[src/rtl/mc_alu.sv]
// Multi-cycle execute-stage ALU: single-cycle add/sub/logic, WIDTH-cycle iterative
// multiply (MUL/MLA/MLS) and restoring divide, with a start/busy/done handshake.
module mc_alu #(
    parameter int WIDTH = 32,
    parameter int CW    = $clog2(WIDTH) + 1
) (
    input  logic             clk,
    input  logic             reset,
    input  logic             start_i,
    input  logic [3:0]       op_i,
    input  logic [WIDTH-1:0] a_i,
    input  logic [WIDTH-1:0] b_i,
    input  logic [WIDTH-1:0] c_i,
    input  logic             carry_in_i,
    input  logic             use_carry_i,
    input  logic             saturate_i,
    input  logic             is_unsigned_i,
    output logic             busy_o,
    output logic             done_o,
    output logic [WIDTH-1:0] result_o,
    output logic [WIDTH-1:0] result_hi_o,
    output logic [4:0]       flags_o,
    output logic             div0_o
);

    localparam logic [3:0] OP_ADD = 4'd0;
    localparam logic [3:0] OP_SUB = 4'd1;
    localparam logic [3:0] OP_AND = 4'd2;
    localparam logic [3:0] OP_ORR = 4'd3;
    localparam logic [3:0] OP_EOR = 4'd4;
    localparam logic [3:0] OP_RSB = 4'd5;
    localparam logic [3:0] OP_MUL = 4'd6;
    localparam logic [3:0] OP_MLA = 4'd7;
    localparam logic [3:0] OP_MLS = 4'd8;
    localparam logic [3:0] OP_DIV = 4'd9;

    localparam logic [WIDTH-1:0] SAT_POS = {1'b0, {(WIDTH-1){1'b1}}};
    localparam logic [WIDTH-1:0] SAT_NEG = {1'b1, {(WIDTH-1){1'b0}}};

    typedef enum logic [1:0] {IDLE, RUN, DONE} state_t;

    state_t             state_q;
    logic [CW-1:0]      count_q;
    logic [3:0]         op_q;
    logic [WIDTH-1:0]   a_q, c_q, md_q, hi_q, lo_q;
    logic               uns_q, a_neg_q, b_neg_q, b_zero_q;
    logic [WIDTH-1:0]   result_q, result_hi_q;
    logic [4:0]         flags_q;
    logic               div0_q, busy_q, done_q;

    assign busy_o      = busy_q;
    assign done_o      = done_q;
    assign result_o    = result_q;
    assign result_hi_o = result_hi_q;
    assign flags_o     = flags_q;
    assign div0_o      = div0_q;

    // Single-cycle path works straight off the inputs on the accepting edge.
    logic [WIDTH-1:0] alu_x, alu_y, alu_res;
    logic [WIDTH:0]   alu_sum;
    logic             alu_cin, alu_add, alu_v, alu_sat;
    logic [4:0]       alu_flags;

    always_comb begin
        alu_x   = a_i;
        alu_y   = b_i;
        alu_cin = 1'b0;
        alu_add = 1'b0;
        case (op_i)
            OP_ADD: begin
                alu_add = 1'b1;
                alu_cin = use_carry_i ? carry_in_i : 1'b0;
            end
            OP_SUB: begin
                alu_add = 1'b1;
                alu_y   = ~b_i;
                alu_cin = use_carry_i ? carry_in_i : 1'b1;
            end
            OP_RSB: begin
                alu_add = 1'b1;
                alu_x   = ~a_i;
                alu_cin = use_carry_i ? carry_in_i : 1'b1;
            end
            default: ;
        endcase
        alu_sum = {1'b0, alu_x} + {1'b0, alu_y} + {{WIDTH{1'b0}}, alu_cin};
        alu_v   = (alu_x[WIDTH-1] == alu_y[WIDTH-1]) && (alu_sum[WIDTH-1] != alu_x[WIDTH-1]);
        alu_sat = alu_add && alu_v && saturate_i;
        case (op_i)
            OP_ADD, OP_SUB, OP_RSB:
                alu_res = alu_sat ? (alu_sum[WIDTH-1] ? SAT_POS : SAT_NEG) : alu_sum[WIDTH-1:0];
            OP_AND:  alu_res = a_i & b_i;
            OP_ORR:  alu_res = a_i | b_i;
            OP_EOR:  alu_res = a_i ^ b_i;
            default: alu_res = '0;
        endcase
        alu_flags = {alu_sat, alu_res[WIDTH-1], alu_res == '0,
                     alu_add & alu_sum[WIDTH], alu_add & alu_v};
    end

    // Long ops iterate on magnitudes; signs are re-applied at completion.
    logic             a_neg, b_neg, op_long;
    logic [WIDTH-1:0] a_mag, b_mag;

    always_comb begin
        a_neg   = !is_unsigned_i && a_i[WIDTH-1];
        b_neg   = !is_unsigned_i && b_i[WIDTH-1];
        a_mag   = a_neg ? -a_i : a_i;
        b_mag   = b_neg ? -b_i : b_i;
        op_long = (op_i == OP_MUL) || (op_i == OP_MLA) || (op_i == OP_MLS) || (op_i == OP_DIV);
    end

    // hi/lo hold {partial product, multiplier} or {remainder, dividend/quotient}.
    logic             is_div, div_ge;
    logic [WIDTH:0]   mul_sum, div_sh;
    logic [WIDTH-1:0] div_diff, hi_d, lo_d;

    always_comb begin
        is_div   = (op_q == OP_DIV);
        mul_sum  = {1'b0, hi_q} + (lo_q[0] ? {1'b0, md_q} : {(WIDTH+1){1'b0}});
        div_sh   = {hi_q, lo_q[WIDTH-1]};
        div_ge   = div_sh >= {1'b0, md_q};
        div_diff = div_sh[WIDTH-1:0] - md_q;
        if (is_div) begin
            hi_d = div_ge ? div_diff : div_sh[WIDTH-1:0];
            lo_d = {lo_q[WIDTH-2:0], div_ge};
        end else begin
            hi_d = mul_sum[WIDTH:1];
            lo_d = {mul_sum[0], lo_q[WIDTH-1:1]};
        end
    end

    logic [2*WIDTH-1:0] raw, prod_s, c_ext, long_res;
    logic [WIDTH-1:0]   div_q, div_r;
    logic               res_neg;
    logic [4:0]         long_flags;

    always_comb begin
        raw     = {hi_d, lo_d};
        res_neg = a_neg_q ^ b_neg_q;
        prod_s  = res_neg ? -raw : raw;
        c_ext   = uns_q ? {{WIDTH{1'b0}}, c_q} : {{WIDTH{c_q[WIDTH-1]}}, c_q};
        div_q   = res_neg ? -lo_d : lo_d;
        div_r   = a_neg_q ? -hi_d : hi_d;
        case (op_q)
            OP_MUL:  long_res = prod_s;
            OP_MLA:  long_res = c_ext + prod_s;
            OP_MLS:  long_res = c_ext - prod_s;
            OP_DIV:  long_res = b_zero_q ? {a_q, {WIDTH{1'b0}}} : {div_r, div_q};
            default: long_res = raw;
        endcase
        long_flags = {1'b0, long_res[2*WIDTH-1], long_res == '0, 2'b00};
    end

    always_ff @(posedge clk) begin
        if (reset) begin
            state_q     <= IDLE;
            count_q     <= '0;
            op_q        <= '0;
            a_q         <= '0;
            c_q         <= '0;
            md_q        <= '0;
            hi_q        <= '0;
            lo_q        <= '0;
            uns_q       <= 1'b0;
            a_neg_q     <= 1'b0;
            b_neg_q     <= 1'b0;
            b_zero_q    <= 1'b0;
            result_q    <= '0;
            result_hi_q <= '0;
            flags_q     <= '0;
            div0_q      <= 1'b0;
            busy_q      <= 1'b0;
            done_q      <= 1'b0;
        end else begin
            case (state_q)
                IDLE: if (start_i) begin
                    op_q     <= op_i;
                    a_q      <= a_i;
                    c_q      <= c_i;
                    uns_q    <= is_unsigned_i;
                    a_neg_q  <= a_neg;
                    b_neg_q  <= b_neg;
                    b_zero_q <= (b_i == '0);
                    busy_q   <= 1'b1;
                    if (op_long) begin
                        hi_q    <= '0;
                        lo_q    <= (op_i == OP_DIV) ? a_mag : b_mag;
                        md_q    <= (op_i == OP_DIV) ? b_mag : a_mag;
                        count_q <= CW'(WIDTH);
                        state_q <= RUN;
                    end else begin
                        result_q    <= alu_res;
                        result_hi_q <= '0;
                        flags_q     <= alu_flags;
                        done_q      <= 1'b1;
                        state_q     <= DONE;
                    end
                end
                RUN: begin
                    hi_q    <= hi_d;
                    lo_q    <= lo_d;
                    count_q <= count_q - CW'(1);
                    // Last iteration folds straight into sign fix-up and accumulate.
                    if (count_q == CW'(1)) begin
                        result_q    <= long_res[WIDTH-1:0];
                        result_hi_q <= long_res[2*WIDTH-1:WIDTH];
                        flags_q     <= long_flags;
                        if (is_div) div0_q <= b_zero_q;
                        done_q      <= 1'b1;
                        state_q     <= DONE;
                    end
                end
                DONE: begin
                    done_q  <= 1'b0;
                    busy_q  <= 1'b0;
                    state_q <= IDLE;
                end
                default: state_q <= IDLE;
            endcase
        end
    end

endmodule
[config.mk]
export PLATFORM = sky130hd
export DESIGN_NAME = mc_alu
export DESIGN_NICKNAME = d
export VERILOG_FILES = /design/src/rtl/mc_alu.sv
export SDC_FILE = /design/constraint.sdc
export NUM_CORES = 2
export LEC_CHECK = 0
export ABC_AREA = 1
export CAP_MARGIN = 20
export CORE_ASPECT_RATIO = 1.25
export CORE_MARGIN = 1.5
export CORE_UTILIZATION = 65
export DETAILED_ROUTE_END_ITERATION = 12
export GPL_TIMING_DRIVEN = 0
export PLACE_DENSITY = 0.86
export SETUP_SLACK_MARGIN = 0.05
export SLEW_MARGIN = 20
export SYNTH_ARGS = -nofsm -noshare
export SYNTH_HDL_FRONTEND = slang
export SYNTH_SLANG_ARGS = --single-unit
[constraint.sdc]
create_clock -name clk -period 12.3 [get_ports clk]
set_input_delay 3.69 -clock clk [delete_from_list [all_inputs] [get_ports clk]]
set_output_delay 3.69 -clock clk [all_outputs]
set_load 0.03 [all_outputs]
# After elaboration in Yosys (flattened, before gate mapping)
# Index checks and enable logic that the tools add are counted.
# totals
regBits,248
latch_bits,0
ram_bits,0
romBits,0
in_bits,107
elab_cells,142
mem_count,0
# op_classes
add_sub_neg,12
n_mul,0
n_div,0
order_cmp,1
eq_ne,22
n_shift,0
n_mux,54
n_bitwise,8
reduce_logical,27
# op_table
cell,count
32-bit 2-to-1 mux,24
32-bit one-hot mux with 2 select lines,4
64-bit one-hot mux with 4 select lines,1
64-bit 2-to-1 mux,3
32-bit negation,4
32-bit one-hot mux with 4 select lines,1
32-bit by 32-bit adder with 33-bit output,2
64-bit adder,1
32-bit logical NOT,2
64-bit logical NOT,1
64-bit negation,1
32-bit inverter,2
64-bit subtractor,1
33-bit by 1-bit adder with 33-bit output,1
33-bit by 32-bit >= comparator with 1-bit output,1
32-bit AND,1
32-bit bitwise OR,1
32-bit subtractor,1
32-bit bitwise XOR,1
"4-bit by 3-bit equality test with 1-bit output, second input constant",6
"4-bit equality test, second input constant",4
5-bit 2-to-1 mux,3
6-bit 2-to-1 mux,2
6-bit one-hot mux with 2 select lines,1
other kinds (29),55

# Logic depth before layout (Yosys ltp)
# depth
depth_word,14
mapped_depth,59
depth_no_buf,57

# Worst setup path after synthesis
# Ideal clock, no wire load.
# synth_path
kind,input-to-reg
startpoint,input op_i[2]
endpoint,"register flags_q[2], in the netlist flags_o[2]"
setup_ns,0.122
t_arrival_ns,7.550
setup_slack_ns,4.628
stages,31
n_path_buf,1
cell_sequence,inv_1 -> nor2_1 -> nand2_1 -> buf_1 -> xor2_1 -> fa_1 -> inv_1 -> fa_1 -> inv_1 -> nand3_1 -> nand2_1 -> nand2_1 -> nand2_1 -> a21boi_0 -> o21ai_0 -> a21boi_0 -> o21ai_0 -> nand2_1 -> nand2_1 -> inv_1 -> or2_2 -> nand3_1 -> nand2_1 -> nand4_1 -> nor2_1 -> nand2_1 -> nor2_1 -> nand2_1 -> nor2_1 -> a21oi_1 -> a21oi_2
# synth_between
elab_chain_len,14
word_cells_on_any_way,35
cone_classes,add/sub (2); eq/ne (12); mux (10); reduce/logical (11)
# synth_lines
item,line,source
start: declaration,10,"input logic [3:0] op_i,"
4-bit by 3-bit equality test with 1-bit output / 4-bit by 1-bit equality test with 1-bit output (equally long branches),"69, 89",
32-bit 2-to-1 mux / 2-bit OR reduction (equally long branches),--,
32-bit by 32-bit adder with 33-bit output / 1-bit one-hot mux with 2 select lines (equally long branches),"86, 69",
33-bit by 1-bit adder with 33-bit output,86,"alu_sum = {1'b0, alu_x} + {1'b0, alu_y} + {{WIDTH{1'b0}}, alu_cin};"
1-bit != test,87,alu_v = (alu_x[WIDTH-1] == alu_y[WIDTH-1]) && (alu_sum[WIDTH-1] != alu_x[WIDTH-1]);
1-bit logical AND,87,
1-bit logical AND (2 in a row),88,alu_sat = alu_add && alu_v && saturate_i;
32-bit 2-to-1 mux,91,alu_res = alu_sat ? (alu_sum[WIDTH-1] ? SAT_POS : SAT_NEG) : alu_sum[WIDTH-1:0];
32-bit one-hot mux with 4 select lines,89,case (op_i)
32-bit logical NOT,97,"alu_flags = {alu_sat, alu_res[WIDTH-1], alu_res == '0,"
5-bit 2-to-1 mux,186,if (op_long) begin
5-bit 2-to-1 mux,177,IDLE: if (start_i) begin
5-bit one-hot mux with 2 select lines,176,case (state_q)
end signal: assignment,195,flags_q <= alu_flags;
end signal: assignment,208,flags_q <= long_flags;
end: declaration,48,logic [4:0] flags_q;
# Parallel ways exist; a longest one is shown, timed or not. The select of a mux whose other input is x is not followed.
# A chain may end at the register's enable or synchronous reset.

# Worst setup path after layout
# layout_path
startpoint,input op_i[0]
endpoint,"register flags_q[2], in the netlist flags_o[2]"
# Same word-level chain as after synthesis.

==> reports/qor.csv <==
stage,metric,value,unit
critical_path,r2r_start,hi_q[0],
global_route,antenna_found_initial,11,
synthesis,syn_inst,5914,
timing,clock_skew,0.0578,ns
routing,drt-total-wl,149000,um
routing,vias,42863,
timing,worst_pin_slew,1.19,ns
timing,max_freq,107,MHz
timing,fin_crit_sh,75.9,%
critical_path,end_kind,flip-flop,
timing,holdWs,0.463,ns
timing,relSlewSlack,20.5,%
run_status,status,completed,
die,die_height,256,um
final_layout,drive_above_1_share,5.23,%
worst_hold_path,worstHoldPathType,flip-flop to flip-flop,
synthesis,avgSynthCellArea,5.65,sq um
timing,rsz0062_at_grt,false,
timing,setup_viol,0,
routing,wl_per_cell,21.9,um
placed_design,port_buffers,178,
die,start_util,66.1,%
global_route,grt_pass1_vias,39432,
routing,ant_nets,0,
synthesis,yosys_warnings,0,
routing,drcViolationCount,0,
global_route,grt_max_degree,33,
clocking,worst_setup_hold_path_clk_slew,0.07,ns
global_route,grt_usage,55.0,%
placed_design,gp_congestion,1.29,
final_layout,fillers,4650,
synthesis,ys_seq_area_share,14.9,%
synthesis,synth_compound_area_share,17.2,%
critical_path,critPathSlowestCell,clkdlybuf4s50_1,
clocking,cts_tree,done,
clocking,postCtsSetupRepairBufs,0,
die,fp.dieW,206,um
critical_path,critical_path_class,input pin to flip-flop,
synthesis,synthXorXnorAreaFrac,6.56,%
clocking,cts_hold_buffers,0,
critical_path,crit_path_start,op_i[0],
clocking,cts.path.max_buffers,3,
clocking,clockRootBuffer,clkbuf_16,
synthesis,synth_edf_count,0,
die,num_io_pins,179,
global_route,grt_pass1_wl,222000,um
critical_path,critPathMaxStageDelay,0.54,ns
clocking,cts.sinks,248,
synthesis,synthesis.nets,6257,
worst_hold_path,worstHoldStart,result_hi_o[17],
synthesis,synth.area.mux_share,0,%
routing,drt_iter0_markers,6570,
synthesis,async_flop_share,0,%
clocking,cts_made_buffers,26,
synthesis,ys.flop_type,dfxtp_1,
critical_path,crit_fanout,10,
timing,hold_viol,0,
clocking,htreeDepth,1,
clocking,clk_latency,0.62,ns
final_layout,areaGrowthSynthToFinish,10.6,%
critical_path,crit_top_cell,nand2_1,
clocking,cts_resized,0,
critical_path,required,12.75,ns
routing,first_pass_iters,9,
final_layout,layout.nets,6464,
synthesis,synth_fa_ha_area_share,8.95,%
timing,final_max_slew_viol_count,0,
timing,fin_crit,9.33,ns
power_and_ir_drop,ir_drop,134,uV
power_and_ir_drop,finalPower,4490,uW
timing,tns,0,ns
critical_path,worst_setup_path_start_kind,input pin,
power_and_ir_drop,p_per_area,122,nW/um^2
run,cap_violations,0,
power_and_ir_drop,leakage,0.0188,uW
die,coreArea,50500,sq um
placed_design,dp_hpwl,120000,um
synthesis,syn_area,33400,sq um
die,die_area,52800,sq um
critical_path,cp.arrival,9.78,ns
synthesis,synth.distinct_cells,69,
die,fp-row-count,92,
final_layout,final_cell_mix,"1,839 x nand2_1, 675 x inv_1, 605 x nor2_1",
routing,vias_per_cell,6.30,
final_layout,layout_commonest_cell,nand2_1,
global_route,overflow,0,
synthesis,synth-simple-area-share,41.6,%
synthesis,ys_ff_latch,248,
final_layout,post-route-util,73.1,%
synthesis,synth_top_family_by_area,simple AND/OR/NAND/NOR gates,
## metrics by stage
step / setup slack (ns) / cells / instance area (sq um)
2_1_floorplan: 4.63 / 5914 / 33400
3_3_place_gp: 2.73 / 6750 / 36000
3_5_place_dp: 2.61 / 6751 / 36000
4_1_cts: 3.18 / 6798 / 36900
5_1_grt: 2.49 / 6798 / 36900
6_report: 2.97 / 6803 / 36900
## routing by layer
metal / part of all wire, % / vias up / global-route usage, %
met4: 12 / 10 / 51.9
li1: - / 19659 / -
met2: 40 / 3325 / 80.1
met5: 0.046 / - / 0
met3: 14 / 993 / 18.0
met1: 34 / 18876 / 62.7
## synthesized netlist by cell type (11+ instances only)
cell	instances	area, sq um
a21o_1	12	90.1
o21a_1	15	113
or2_2	58	363
a31oi_1	79	494
nand2_1	1839	6900
nand3_1	446	2230
nand2_2	38	238
nand3b_1	34	255
xor2_1	216	1890
o211ai_1	50	375
clkbuf_1	142	533
o21bai_1	23	173
buf_1	27	101
ha_1	231	2890
a21oi_1	392	1960
buf_2	14	70.1
xnor2_1	34	298
dfxtp_1	248	4960
inv_1	675	2530
nor2_2	28	175
nor2_4	13	146
nor4_1	11	68.8
inv_2	36	135
a221oi_1	29	254
o21ai_1	22	110
nor2_1	606	2270
o21ai_2	23	201
o21ai_0	293	1470
nor3_1	63	315
nand4_1	78	488
## final cells by class
cell class	count	area, sq um	share of cell area (%)
Multi-Input combinational cell	4741	24800	67.2
Tap cell	658	823	2.23
Timing Repair Buffer	179	1800	4.88
Clock buffer	34	762	2.06
Sequential cell	248	4960	13.4
Clock inverter	13	136	0.369
Inverter	720	2700	7.32
Buffer	205	916	2.48
Antenna cell	5	12.5	0.0339
## final timing paths
| check | end | slack [ns] | cells after the start |
|---|---|---|---|
| max | flags_o[2] | 2.97 | 30 |
| min | result_hi_o[17] | 0.46 | 2 |
| max reg2reg | flags_o[2] | 3.07 | 48 |
| min reg2reg | result_hi_o[17] | 0.46 | 2 |
## worst max-delay path, delay by kind of cell
| family | cells | cell delay (ns) |
|---|---|---|
| and+or+nand+nor | 17 | 2.20 |
| buffers and inverters | 5 | 2.15 |
| AOI/OAI and AO/OA | 5 | 0.80 |
| adders and majority gates | 1 | 0.50 |
| xor gates and xnor gates | 2 | 0.42 |
## flip-flops by register name, indices dropped and copies added, names as in the netlist
name and flops:
a_neg_q 1, done_o 1, lo_q 32, op_q 4, c_q 32, md_q 32
uns_q 1, result_o 32, state_q 2, result_hi_o 32, b_zero_q 1, hi_q 32
flags_o 5, count_q 6, a_q 32, div0_o 1, b_neg_q 1, busy_o 1
## cell families after synthesis
logic type	Yosys count
DFF	248
and+or+nand+nor	3257
adders and majority gates	236
AOI/OAI and AO/OA	998
xor gates and xnor gates	250
buffers and inverters	925
## power by group
part	total (uW)	switching, uW	internal (uW)
Sequential	897	46.5	850
Combinational	2740	1890	848
Clock	855	375	480
Total	4490	2320	2180
(Power assumes the default switching activity.)
